==> src/rtl/backscatter_scheduler.sv <==
// Backscatter bit scheduler: keys the antenna switch inside a counted window of
// each downlink packet envelope, one payload bit per full-length packet.
module backscatter_scheduler #(
  parameter int CNT_W     = 16,
  parameter int WIN_START = 720,
  parameter int WIN_STOP  = 799
) (
  input  logic              clk,
  input  logic              rst,
  input  logic              en,
  input  logic              dec_in,
  input  logic              load_valid,
  output logic              load_ready,
  input  logic [15:0]       load_data,
  input  logic [4:0]        load_len,
  input  logic signed [3:0] trim,
  output logic              asw_out,
  output logic              busy,
  output logic [4:0]        bit_idx,
  output logic              done,
  output logic              short_pkt
);

  typedef enum logic [1:0] {IDLE, WAIT_GAP, WAIT_PKT, IN_PKT} state_t;

  // Two spare bits let the trimmed window edges go negative without wrapping.
  localparam int WW = CNT_W + 2;

  state_t               state;
  logic [15:0]          data;
  logic [4:0]           len;
  logic [CNT_W-1:0]     cnt;
  logic signed [WW-1:0] es, ee;

  logic [4:0]           len_c;
  logic signed [3:0]    trim_c;
  logic signed [WW-1:0] offset, cnt_s;
  logic                 in_win, past_win, cur_bit, last_bit;

  // NOTE: combinational block uses blocking assignments with every output given
  // a value on every path, so no latch is inferred.
  always_comb begin
    len_c = (load_len > 5'd16) ? 5'd16 : load_len;
    if (trim < -4'sd4)     trim_c = -4'sd4;
    else if (trim > 4'sd4) trim_c = 4'sd4;
    else                   trim_c = trim;
    offset   = WW'(3 * int'(trim_c));
    cnt_s    = signed'(WW'(cnt));
    in_win   = (cnt_s >= es) && (cnt_s <= ee);
    past_win = (cnt_s > ee);
    cur_bit  = data[bit_idx[3:0]];
    last_bit = (bit_idx == len - 5'd1);
  end

  assign load_ready = (state == IDLE) && en;
  assign busy       = (state != IDLE);

  // NOTE: all state is updated with non-blocking assignments so every register
  // samples the pre-edge values of its neighbours.
  always_ff @(posedge clk) begin
    if (rst) begin
      state     <= IDLE;
      asw_out   <= 1'b0;
      done      <= 1'b0;
      short_pkt <= 1'b0;
      bit_idx   <= '0;
      cnt       <= '0;
      data      <= '0;
      len       <= '0;
      es        <= '0;
      ee        <= '0;
    end else begin
      done      <= 1'b0;
      short_pkt <= 1'b0;
      asw_out   <= 1'b0;
      if (!en) begin
        state   <= IDLE;
        cnt     <= '0;
        bit_idx <= '0;
      end else begin
        case (state)
          IDLE: begin
            if (load_valid) begin
              data    <= load_data;
              len     <= len_c;
              es      <= signed'(WW'(WIN_START)) + offset;
              ee      <= signed'(WW'(WIN_STOP)) + offset;
              bit_idx <= '0;
              cnt     <= '0;
              if (len_c == 5'd0) done  <= 1'b1;
              else               state <= WAIT_GAP;
            end
          end
          WAIT_GAP: begin
            if (!dec_in) state <= WAIT_PKT;
          end
          WAIT_PKT: begin
            // The rising cycle itself is count 0 (cnt still holds 0 here).
            if (dec_in) begin
              state   <= IN_PKT;
              cnt     <= CNT_W'(1);
              asw_out <= cur_bit & in_win;
            end
          end
          IN_PKT: begin
            if (dec_in) begin
              if (cnt != '1) cnt <= cnt + 1'b1;
              asw_out <= cur_bit & in_win;
            end else begin
              cnt   <= '0;
              state <= WAIT_PKT;
              if (past_win) begin
                if (last_bit) begin
                  done  <= 1'b1;
                  state <= IDLE;
                end else begin
                  bit_idx <= bit_idx + 5'd1;
                end
              end else begin
                short_pkt <= 1'b1;
              end
            end
          end
          default: state <= IDLE;
        endcase
      end
    end
  end

endmodule

==> config.mk <==
export PLATFORM = sky130hd
export DESIGN_NAME = backscatter_scheduler
export DESIGN_NICKNAME = d
export VERILOG_FILES = /design/src/rtl/backscatter_scheduler.sv
export SDC_FILE = /design/constraint.sdc
export NUM_CORES = 1
export LEC_CHECK = 0
export CORE_UTILIZATION = 35
export DETAILED_ROUTE_END_ITERATION = 16
export SLEW_MARGIN = 10
export SYNTH_ARGS = -nofsm -noshare
export SYNTH_HDL_FRONTEND = slang
export SYNTH_SLANG_ARGS = --single-unit
export TNS_END_PERCENT = 50
==> constraint.sdc <==
create_clock -name clk -period 3.2 [get_ports clk]
set_input_delay 0.32 -clock clk [delete_from_list [all_inputs] [get_ports clk]]
set_output_delay 0.32 -clock clk [all_outputs]
set_load 0.005 [all_outputs]
Word-level counts from Yosys, hierarchy flattened
Cells that the tools add are included.
Word-level totals
  output and inout bits: 10
  bits of input ports: 30
  logic and storage cells: 86
  bits in registers: 83
Cells by class
  bitwise logic cells: 5
  eq/ne operators: 13
  reductions and logical operators: 15
  multiplexer cells: 30
  multipliers: 1
  $lt $le $gt $ge: 7
  add/sub/neg operators: 5
Operator list (number)
  16-bit 2-to-1 mux: 4
  16-bit one-hot mux with 3 select lines: 1
  5-bit 2-to-1 mux: 5
  11-bit by 7-bit adder with 12-bit output (first input constant): 2
  17-bit by 18-bit greater-or-equal comparator with 1-bit output: 1
  17-bit by 18-bit > comparator with 1-bit output: 1
  17-bit by 18-bit <= comparator with 1-bit output: 1
  16-bit by 1-bit adder with 16-bit output (second input constant): 1
  16-bit != test (second input constant): 1
  2-bit 2-to-1 mux: 7
  2-bit != test (second input constant): 7
  5-bit one-hot mux with 2 select lines: 1
  5-bit AND reduction: 2
  4-bit 2-to-1 mux: 2
  2-bit one-hot mux with 4 select lines: 1
  4-bit OR reduction: 2
  3-bit by 4-bit multiplier with 7-bit output (first input constant): 1
  1-bit 2-to-1 mux: 7
  5-bit by 1-bit adder with 5-bit output (second input constant): 1
  5-bit == test: 1
  5-bit > comparator (second input constant): 1
  5-bit zero test: 1
  4-bit by 5-bit < comparator with 1-bit output (second input constant): 1
  5-bit by 1-bit subtractor with 5-bit output (second input constant): 1
  16 further kinds: 23

Longest topological paths before layout
Gate-level depths: netlist (run 1).
  word-level depth: 6
  mapped depth: 13
  mapped depth without buffers: 12

Worst setup path before layout (run 1)
No wires, ideal clock.
  path type: in2reg
  start point: in trim[3]
  end point: reg es[6]
  buffers on the path: 1
  data required time: 3.068 ns
  stages: 11
  data arrival time: 2.520 ns
  slack: 0.547 ns
  library setup time: 0.132 ns
  cell sequence: clkbuf_2 > or2_2 > ha_1 > ha_1 > fa_1 > xnor2_1 > inv_1 > ha_1 > ha_1 > nand2_1 > a21oi_1
On the way
  cells in the longest elaborated chain, start to end: 5
  elaborated cells on any way between the ends: 6
  classes of those cells: add/sub: 1; mul: 1; order compare: 2; mux: 2
RTL lines
  start: declaration: RTL line 16  | input logic signed [3:0] trim,
  4-bit > comparator: RTL line 45  | else if (trim > 4'sd4) trim_c = 4'sd4;
  4-bit 2-to-1 mux: RTL line 45
  4-bit 2-to-1 mux *: RTL line 44  | if (trim < -4'sd4) trim_c = -4'sd4;
  3-bit by 4-bit multiplier with 7-bit output *: RTL line 47  | offset = WW'(3 * int'(trim_c));
  11-bit by 7-bit adder with 12-bit output *: RTL line 86  | es <= signed'(WW'(WIN_START)) + offset;
  end signal: assignment: RTL line 86
  end: declaration: RTL line 33  | logic signed [WW-1:0] es, ee;
Mark *: on every way between the ends. The rest lies on a longest branch, timed or not.
A chain may end at the register's enable or synchronous reset.

Final worst setup path (run 1)
  start point: in trim[2]
  end point: reg es[6]
Same word-level chain as after synthesis.

==> out/metrics.csv, run 1 <==
stage,metric,value,unit
floorplan,design.core.area,9420,um^2
placed_design,setup_slack_at_placement,0.105,ns
drt,routed_wire_length_per_instance,13.3,um
global_route,initial_antenna_violation_count,0,
sta,minimum_clock_period_after_layout,2.73,ns
final_layout,fillers,939,
global_route,global_route_wire_length_before_repair,13.6,mm
worst_setup_path,crit_chain,clkdlybuf4s50_1 -> xnor2_1 -> nand2_1 -> inv_1 -> ha_1 -> ha_1 -> fa_1 -> xnor2_1 -> inv_1 -> ha_1 -> ha_1 -> nand2_1 -> a21oi_1,
worst_setup_path,timing.critical_path.from_type,input pin,
placed_design,io_buffer_count,39,
clock_network,cts.repair.resized,0,
yosys,synthesis.yosys.warnings,0,
global_route,gr-max-usage-layer,met2,
global_route,grt_max_degree,38,
outcome,result_of_the_run,"complete, no violations",
yosys,number_of_library_cell_types_mapped_by_synthesis,53,
final_layout,layout_cell_share_with_drive_strength_beyond_1,9.01,%
clock_network,cts.hold.buffers_added,0,
final_layout,finish.instance_area,4170,um^2
sta,setup_slack,0.470,ns
final_layout,fin_nets,512,
placed_design,gp_congestion,0.841,
worst_setup_path,worst_path_max_delay_cell,sky130_fd_sc_hd__clkdlybuf4s50_1,
worst_setup_path,r2r.worst_path.cells,7,
sta,setup_total_negative_slack,0,ns
clock_network,cts_htree_levels,3,
drt,vias_per_cell,4.93,
worst_setup_path,critical-path-top-cell-by-count,sky130_fd_sc_hd__ha_1,
worst_setup_path,cp.arrival,2.95,ns
final_layout,post-route-util,44.3,%
sta,timing.final.hold_violations,0,
sta,final-max-slew-violation-count,0,
final_layout,flow.area_growth_from_synthesis,20.7,%
worst_hold_path,hold-path-cell-count,2,
flow_run,cap_viol_max_count,0,
yosys,async_reset_ff_share,0,%
final_layout,count_of_inserted_antenna_diode_cells,0,
sta,fmaxAchievable,0.366,GHz
yosys,syn_nets,472,
global_route,first_global_vias,2817,
yosys,synth_area,3460,um^2
drt,drtPass1Iterations,4,
clock_network,cts_post_setup_buffers_inserted,0,
pwr,p_seq_share,47.6,%
placed_design,placement.cell_area,3990,um^2
final_layout,final-instance-count-excl-fill,584,
pwr,power_density,409,nW/um^2
global_route,grt_overflow_total,0,
yosys,synth.avg_cell_area,8.44,um^2
drt,drt.antenna.violating_nets,0,
sta,timing.final.crit_share,85.3,%
floorplan,floorplan.io_pins,40,
worst_setup_path,crit_path_end_kind,register,
drt,num_vias,2881,
worst_setup_path,critical_path.max_fanout,3,
drt,remaining_drc_errors,0,
worst_hold_path,timing.hold.worst.start,es[3]$_SDFFE_PP0P_,
yosys,synthCells,410,
floorplan,fp.dieH,101,um
global_route,grt.met3_usage,4.42,%
floorplan,fp.dieArea,10300,um^2
pwr,clock_power_share,37.7,%
worst_setup_path,regToRegStartpoint,cnt[5]$_SDFFE_PP0P_,
global_route,global_route.usage.total,16.9,%
yosys,synth_seq_area_share,35.9,%
worst_setup_path,timing.reg2reg.setup_slack,0.92,ns
pwr,power.internal,1.20,mW
worst_setup_path,slowest_delay,0.51,ns
floorplan,die_width,101,um
sta,rsz_0062_raised_after_global_routing,no,
placed_design,detailedPlacementHpwl,5.56,mm
clock_network,ctsLongestPathBuffers,2,
clock_network,cts_sinks,62,
pwr,switching_share,29.5,%
drt,detailedRoute.firstIterationViolations,101,
clock_network,clock_tree_from_tritoncts,done,
worst_hold_path,hold_path_class,reg -> reg,
yosys,primary_flip_flop_cell_chosen_by_synthesis_mapping,sky130_fd_sc_hd__dfxtp_1,
final_layout,most-common-layout-cells,"sky130_fd_sc_hd__nand2_1, sky130_fd_sc_hd__dfxtp_1, sky130_fd_sc_hd__a21oi_1",
clock_network,clock_latency,0.34,ns
clock_network,cts_inserted_buffers,9,
worst_setup_path,cp.required,3.42,ns
pwr,combinational_share_of_power,14.7,%
global_route,globalRouteMet1Util,22.7,%
yosys,synth.ff_latch_count,62,
placed_design,place.detailed.instances,568,
sta,slew_headroom,42.7,%
floorplan,num_rows,35,
worst_setup_path,reg2reg_to,state[1]$_SDFFE_PP0P_,
global_route,global_route.usage.met2,27.3,%
worst_setup_path,worst-setup-path-type,in -> reg,
clock_network,cts.reportedPaths.clkPinSlew,0.08,ns
pwr,power_leakage,1.55,nW
yosys,synth_edf_count,0,
pwr,net-switching-power,504,uW
sta,report.final.setup_viol,0,
final_layout,mostFrequentLayoutCell,sky130_fd_sc_hd__nand2_1,
worst_hold_path,worstHoldEndpoint,es[3]$_SDFFE_PP0P_,
pwr,worst_ir_drop_vdd,238,uV
clock_network,clockRootBuffer,sky130_fd_sc_hd__clkbuf_8,
sta,worst_pin_slew,0.858,ns
sta,fin_skew,0.00665,ns
drt,detail_route.wirelength,7.79,mm
floorplan,starting_density_of_the_core,36.7,%
## logic make-up after synthesis
logic type	after synthesis	synth area share [%]
AND/OR/NAND/NOR	165	24.0
AO/OA/AOI/OAI	81	14.3
flip-flops	62	35.9
buffers and inverters	40	4.45
adder cells (fa/ha/maj)	32	11.8
XOR/XNOR	24	6.08
multiplexers	6	3.54
## cells in the mapped netlist (5+ instances only)
cell	count	share of area (%)
sky130_fd_sc_hd__ha_1	31	11
sky130_fd_sc_hd__nor3_1	11	1.6
sky130_fd_sc_hd__nor2b_1	5	0.90
sky130_fd_sc_hd__xor2_1	12	3.0
sky130_fd_sc_hd__nand3_1	5	0.72
sky130_fd_sc_hd__clkbuf_1	13	1.4
sky130_fd_sc_hd__dfxtp_1	62	36
sky130_fd_sc_hd__a21o_1	5	1.1
sky130_fd_sc_hd__nand4_1	7	1.3
sky130_fd_sc_hd__xnor2_1	12	3.0
sky130_fd_sc_hd__a21oi_1	46	6.7
sky130_fd_sc_hd__a211oi_1	7	1.5
sky130_fd_sc_hd__o21ai_0	12	1.7
sky130_fd_sc_hd__inv_1	24	2.6
sky130_fd_sc_hd__nand2_1	72	7.8
sky130_fd_sc_hd__mux4_2	5	3.3
sky130_fd_sc_hd__nor4_1	5	0.90
sky130_fd_sc_hd__nor2_1	28	3.0
## power groups by stage
| stage | Sequential, mW | Combinational, mW | Clock, mW |
|---|---|---|---|
| 2_1_floorplan | 0.825 | 0.166 | 0 |
| 3_3_place_gp | 0.829 | 0.248 | 0 |
| 3_5_place_dp | 0.830 | 0.251 | 0 |
| 4_1_cts | 0.812 | 0.253 | 0.658 |
| 5_1_grt | 0.816 | 0.286 | 0.699 |
| 6_report | 0.812 | 0.251 | 0.643 |
## stage by stage
step | total power [mW] | hold WS [ns]
global placement | 1.08 | 0.443
detailed placement | 1.08 | 0.446
CTS | 1.72 | 0.455
global route | 1.80 | 0.468
floorplan | 0.991 | 0.399
finish | 1.71 | 0.456
## layer usage
layer  vias to the layer above  share of wire (%)
met5                         -                  0
met4                         0               0.82
met3                         4                2.7
met2                        36                 46
met1                      1338                 50
li1                       1503                  -
## worst max-delay path by stage
stage             from                 end  depth (start not counted)
5_1_grt        trim[3]  es[6]$_SDFFE_PP0P_                         13
2_1_floorplan  trim[3]  es[6]$_SDFFE_PP0P_                         11
4_1_cts        trim[3]  es[6]$_SDFFE_PP0P_                         13
3_3_place_gp   trim[3]  es[6]$_SDFFE_PP0P_                         13
6_report       trim[2]  es[6]$_SDFFE_PP0P_                         13
3_5_place_dp   trim[3]  es[6]$_SDFFE_PP0P_                         13
## final cells by class
cell class              instances  area, um^2  share of cell area, %
well taps                     129         161                   3.87
clock inverters                 7        57.6                   1.38
repair buffers                 45         435                   10.4
inverters                      24        90.1                   2.16
clock buffers                   9         124                   2.97
multi-input cells             308        2060                   49.5
flip-flops and latches         62        1240                   29.7
## worst max-delay path, delay by kind of cell
kind                     cells  cell delay [ns]
XOR/XNOR                     2             0.38
buffers and inverters        3             0.68
AO/OA/AOI/OAI                1             0.06
AND/OR/NAND/NOR              2             0.17
adder cells (fa/ha/maj)      5             1.35
## flip-flops by register name, summed over array words and instances (netlist names)
signal and cells:
short_pkt 1, len 5, ee 6, done 1, bit_idx 5, data 16, asw_out 1, state 2
cnt 16, es 9
Note: power is estimated with default switching activity, not from simulation.
==> run 2, diff against run 1 <==
Settings changed: SETUP_SLACK_MARGIN from default to 0.15.
==> results of run 2 <==
Final layout, timing and power as in run 1 (identical DEF).
